`config.mk`:
```
export PLATFORM = sky130hd
export DESIGN_NAME = pipelined_add_sub
export DESIGN_NICKNAME = d
export VERILOG_FILES = /design/src/rtl/pipelined_add_sub.sv
export SDC_FILE = /design/constraint.sdc
export NUM_CORES = 1
export LEC_CHECK = 0
export CAP_MARGIN = 20
export CORE_MARGIN = 2
export CORE_UTILIZATION = 62
export CTS_CLUSTER_DIAMETER = 150
export DETAILED_ROUTE_END_ITERATION = 8
export GPL_TIMING_DRIVEN = 1
export PLACE_DENSITY = 0.86
export SLEW_MARGIN = 5
export SYNTH_ARGS = -nofsm -noshare
export SYNTH_HDL_FRONTEND = slang
export SYNTH_SLANG_ARGS = --single-unit
```
`constraint.sdc`:
```
create_clock -name clk -period 5.5 [get_ports clk]
set_input_delay 1.1 -clock clk [delete_from_list [all_inputs] [get_ports clk]]
set_output_delay 1.1 -clock clk [all_outputs]
set_load 0.01 [all_outputs]
```
`src/rtl/pipelined_add_sub.sv`:
```
// Pipelined adder/subtractor with signed set-less-than. Carries ripple through one
// CHUNK-bit slice per stage. The result appears STAGES cycles after accept, and the
// whole pipe stalls while the result is held.
// Optional feature: define ADDSUB_SLTU_EN to decode op 2'b10 as unsigned set-less-than.
// Without it, op 2'b10 behaves as ADD.
module pipelined_add_sub #(
    parameter int WIDTH = 32,
    parameter int CHUNK = 8
) (
    input  logic             clk,
    input  logic             rst_n,
    input  logic             in_valid,
    output logic             in_ready,
    input  logic [WIDTH-1:0] A,
    input  logic [WIDTH-1:0] B,
    input  logic [1:0]       op,
    output logic             out_valid,
    input  logic             out_ready,
    output logic [WIDTH-1:0] out,
    output logic             Zero,
    output logic             Overflow,
    output logic             Cout
);

    localparam int STAGES = WIDTH / CHUNK;

    generate
        if (CHUNK < 1 || (WIDTH % CHUNK) != 0) begin : g_bad_cfg
            $error("pipelined_add_sub: WIDTH must be a non-zero multiple of CHUNK");
        end
    endgenerate

    // Slot 0 holds captured operands; slot k+1 holds the state after chunk k is summed.
    // Slot STAGES is the output register.
    logic             r_vld [0:STAGES];
    logic [WIDTH-1:0] r_a   [0:STAGES];
    logic [WIDTH-1:0] r_b   [0:STAGES];
    logic [WIDTH-1:0] r_sum [0:STAGES];
    logic             r_c   [0:STAGES];
    logic             r_z   [0:STAGES];
    logic             r_cm  [0:STAGES];
    logic [1:0]       r_op  [0:STAGES];

    logic [CHUNK:0]   w_chunk [0:STAGES-1];
    logic [WIDTH-1:0] w_sum   [0:STAGES-1];
    logic             w_cmsb  [0:STAGES-1];
    logic             w_sub;
    logic             w_adv;

`ifdef ADDSUB_SLTU_EN
    assign w_sub = op[0] | (op == 2'b10);
`else
    assign w_sub = op[0];
`endif

    // Global stall: nothing moves while a result waits for the consumer
    assign w_adv    = !(r_vld[STAGES] && !out_ready);
    assign in_ready = w_adv;

    // Per-stage chunk sum; carry into the chunk MSB is recovered from the sum bit
    always_comb begin
        for (int k = 0; k < STAGES; k++) begin
            w_chunk[k] = {1'b0, r_a[k][k*CHUNK +: CHUNK]}
                       + {1'b0, r_b[k][k*CHUNK +: CHUNK]}
                       + {{CHUNK{1'b0}}, r_c[k]};
            w_cmsb[k]  = w_chunk[k][CHUNK-1] ^ r_a[k][k*CHUNK + CHUNK - 1]
                       ^ r_b[k][k*CHUNK + CHUNK - 1];
            w_sum[k]   = r_sum[k];
            w_sum[k][k*CHUNK +: CHUNK] = w_chunk[k][CHUNK-1:0];
        end
    end

    // Pipeline registers: capture on accept, advance every slot unless stalled
    always_ff @(posedge clk or negedge rst_n) begin
        if (!rst_n) begin
            for (int s = 0; s <= STAGES; s++) begin
                r_vld[s] <= 1'b0;
                r_a[s]   <= '0;
                r_b[s]   <= '0;
                r_sum[s] <= '0;
                r_c[s]   <= 1'b0;
                r_z[s]   <= 1'b0;
                r_cm[s]  <= 1'b0;
                r_op[s]  <= 2'b00;
            end
        end else if (w_adv) begin
            r_vld[0] <= in_valid;
            if (in_valid) begin
                r_a[0]   <= A;
                r_b[0]   <= B ^ {WIDTH{w_sub}};
                r_sum[0] <= '0;
                r_c[0]   <= w_sub;
                r_z[0]   <= 1'b1;
                r_cm[0]  <= 1'b0;
                r_op[0]  <= op;
            end
            for (int k = 0; k < STAGES; k++) begin
                r_vld[k+1] <= r_vld[k];
                // Bubbles leave data untouched so idle slots do not toggle
                if (r_vld[k]) begin
                    r_a[k+1]   <= r_a[k];
                    r_b[k+1]   <= r_b[k];
                    r_sum[k+1] <= w_sum[k];
                    r_c[k+1]   <= w_chunk[k][CHUNK];
                    r_z[k+1]   <= r_z[k] & (w_chunk[k][CHUNK-1:0] == '0);
                    r_cm[k+1]  <= w_cmsb[k];
                    r_op[k+1]  <= r_op[k];
                end
            end
        end
    end

    assign out_valid = r_vld[STAGES];
    assign Zero      = r_z[STAGES];
    assign Cout      = r_c[STAGES];
    assign Overflow  = r_cm[STAGES] ^ r_c[STAGES];

    // Result select: flags always come from the adder, out depends on op
    always_comb begin
        out = r_sum[STAGES];
        if (r_op[STAGES] == 2'b11) begin
            out = {{(WIDTH-1){1'b0}}, r_sum[STAGES][WIDTH-1] ^ Overflow};
        end
`ifdef ADDSUB_SLTU_EN
        else if (r_op[STAGES] == 2'b10) begin
            out = {{(WIDTH-1){1'b0}}, ~r_c[STAGES]};
        end
`endif
    end

endmodule
```
==> run metrics <==
DR vias/cell=around 5.7; Iter 0 DRT Violations=374; largest net degree at the start of global routing=117; critical path peak fanout=15; Final Worst Setup Slack=1863 ps; adder-cell share of the synthesized area=between 4 and 5%; clk sinks=265; outcome=finished, final reports clean; leakage dissipation=5.996 nW; Clock transition at path regs=60 ps; Buf+Inv Stages, Crit Path=3; initial antenna violation count=0; Cell variety after synth=53; Core Region=18520 um^2; Max Slew Vio Count=0; leading area contributor after synthesis=dfrtp_1; worst setup path class=input port to output port; Post-DRT Antenna Nets=0; Required @ worst endpoint=4400 ps; f_max=274.9 MHz; slowest CP cell=clkdlybuf4s50_1; total negative slack=0 ps; hpwl dp=between 10000 and 15000 um; Synth Register Bits=265; first-pass GRT wire length=about 37000 um; Netlist Area Pre-Place=approximately 12000 um^2; mux contribution to synthesized area=18.84%; post-CTS sizing=0; post-synth top area share=57.19%; maximum VDD drop=~0.00031 V; Antenna Cells=0; vias in the first global route=slightly above 7000; Critical Path End Type=output port; fin crit share=approximately two thirds; Warnings, synthesis=0; maxcap violations=0; Nets=1090; P per Cell Area=roughly 640 nW/um^2; Final setup viols=0; Post-synth EDFFs=0; syn avg cell area=13.13 um^2; area delta synth->final=18.60%; gr ovfl total=0; CP cell instances=clkdlybuf4s50_1, nor2b_2, inv_2, clkdlybuf4s50_1; most used cell, CP=clkdlybuf4s50_1; via count=7031; Placer Congestion=about 0.81; register area share after synthesis=57.19%; CTS max path bufs=3; share of layout cells above drive strength 1=24.20%; ranking of synthesized cells by area=dfrtp_1 57%, mux2_2 17%, xnor2_1 3.2%; Most used DFF post-synth=dfrtp_1; RSZ-0062 raised after global routing=no; post-synthesis compound-gate area fraction=7.230%; Die X=140.8 um; Min-Delay Path Class=flip-flop to flip-flop; startpoint types=input port; CTS tree=done; Chip Height=around 140 um; Ports=107; Reg2Reg Setup Slack=2730 ps; Port Buffers=106; Synth Net Count=989; Worst Path Arrival=2540 ps; Skew-Pair Late Insertion Delay=around 530 ps; Final Hold Viols=0; cell row count=50; drt total wl=21940 um; Gate Count Post-Synth=883; CP top delay family=buffers and inverters; die area=19810 um^2; Clock Skew=12.63 ps; CTS Hold Buffers Added=0; Least-Margin Pin Slew=1061 ps; clk root buf=clkbuf_16; Initial Util=62.61%; Slew Limit Headroom=29.27%; Residual DRC=0; filler instances=1181; 1st-pass router iterations=4; post-CTS setup buffers=0; minimum clock period=roughly 3600 ps; TritonCTS Buffers=26; GR Util All Layers=23.09%; Synth Area in Simple Gates=under 10%; Post-synth ARST share=100.0%; Post-Place Setup Slack=roughly 1700 ps; CTS H-tree lvls=1; wire length per cell=17.72 um; Post-Synth XOR/XNOR Area=under 10%; largest family of logic cells by synthesized area=multiplexers; Slowest Stage Delay on Critical Path=610 ps
[layout by cell type (no fill, tap or decap), drive strengths merged, types with 6 or more instances in the layout]
cell type and n:
nor2 12, nand2 72, nor3 7, inv 12
fa 8, clkbuf 38, a21oi 19, and2 34
clkdlybuf4s50 104, a211oi 6, buf 9, xor2 10
ha 28, o21bai 8, mux2 194, dfrtp 265
xnor2 42, o21ai 71
[worst paths after layout]
kind	from	to	depth (start not counted)
worst max-delay path	out_ready	in_ready	4
worst min-delay path	r_sum[29]	r_sum[29]	2
worst max register to register	r_a[80]	r_z[1]	7
worst min register to register	r_sum[29]	r_sum[29]	2
max in group asynchronous	rst_n	r_b[137]	2
min in group asynchronous	rst_n	r_sum[3]	1
[layout make-up]
type	count	area (um^2)	area share, %
Timing Repair Buffer	113	1139	8.280
Inverter	12	45.04	0.3275
Clock buffer	38	767.0	5.577
Clock inverter	10	133.9	0.9735
Multi-Input combinational cell	566	4743	34.49
Sequential cell	265	6631	48.22
Tap cell	234	292.8	2.129
[report_power, final]
part           internal [mW]  total (mW)  switching, mW
sequential              2.83        3.38          0.552
combinational           1.90        3.62           1.72
clock                   1.11        1.83          0.726
[flip-flops by register name (all words and copies together), names as in the netlist, 3 cells and up]
signal	flops
r_sum	80
r_op	10
r_c	3
r_b	80
r_a	80
r_vld	4
r_z	4
[synth_stat cells (2+ instances only)]
| cell type | count |
|---|---|
| ha_1 | 28 |
| nand3_1 | 4 |
| a32o_1 | 3 |
| xnor2_1 | 42 |
| nand2_1 | 72 |
| a21o_1 | 5 |
| mux2_1 | 14 |
| o21ai_1 | 3 |
| clkbuf_1 | 12 |
| nand2b_1 | 4 |
| a41o_1 | 2 |
| o21a_1 | 5 |
| o21ai_0 | 68 |
| mux2_2 | 180 |
| dfrtp_1 | 265 |
| xor2_1 | 10 |
| nand4_1 | 2 |
| o31a_1 | 2 |
| and2_1 | 34 |
| a211oi_1 | 6 |
| inv_1 | 11 |
| fa_1 | 8 |
| buf_2 | 27 |
| nor3_1 | 7 |
| o31ai_1 | 3 |
| a21boi_0 | 2 |
| o21bai_1 | 8 |
| a21oi_1 | 18 |
| or3_1 | 3 |
| nor2_1 | 12 |
[metrics by stage]
step	std cells	hold WS [ps]	cell area (um^2)	util [%]	power (mW)
2_1_floorplan	883	434.3	11590	-	5.806
3_3_place_gp	1189	451.2	12830	69.29	6.710
3_5_place_dp	1189	462.7	12830	69.29	6.933
4_1_cts	1237	484.0	13730	74.16	8.857
5_1_grt	1238	506.1	13750	74.26	9.400
6_report	1238	480.6	13750	74.26	8.836
[cell families (layout without fill, tap and decap cells)]
kind of cell,after synthesis,count (layout)
AOI/OAI and AO/OA,136,136
xor gates and xnor gates,53,53
buffers and inverters,52,173
DFF,265,265
muxes,194,194
and+or+nand+nor,147,147
adders and majority gates,36,36
[metal layers]
layer | up-vias | global-route usage, % | routed length (um)
met3 | 35 | 3.159 | 910
li1 | 3288 | - | -
met2 | 166 | 35.71 | 10360
met1 | 3542 | 35.27 | 10290
met4 | 0 | 5.842 | 382
met5 | - | 0 | 0
[worst min-delay path, cell delays in order, from the launching register on]
cell and delay [ps]:
dfrtp_1 330, nand2_1 50, o21ai_0 60
No activity file was read; power rests on OpenSTA's default activity.
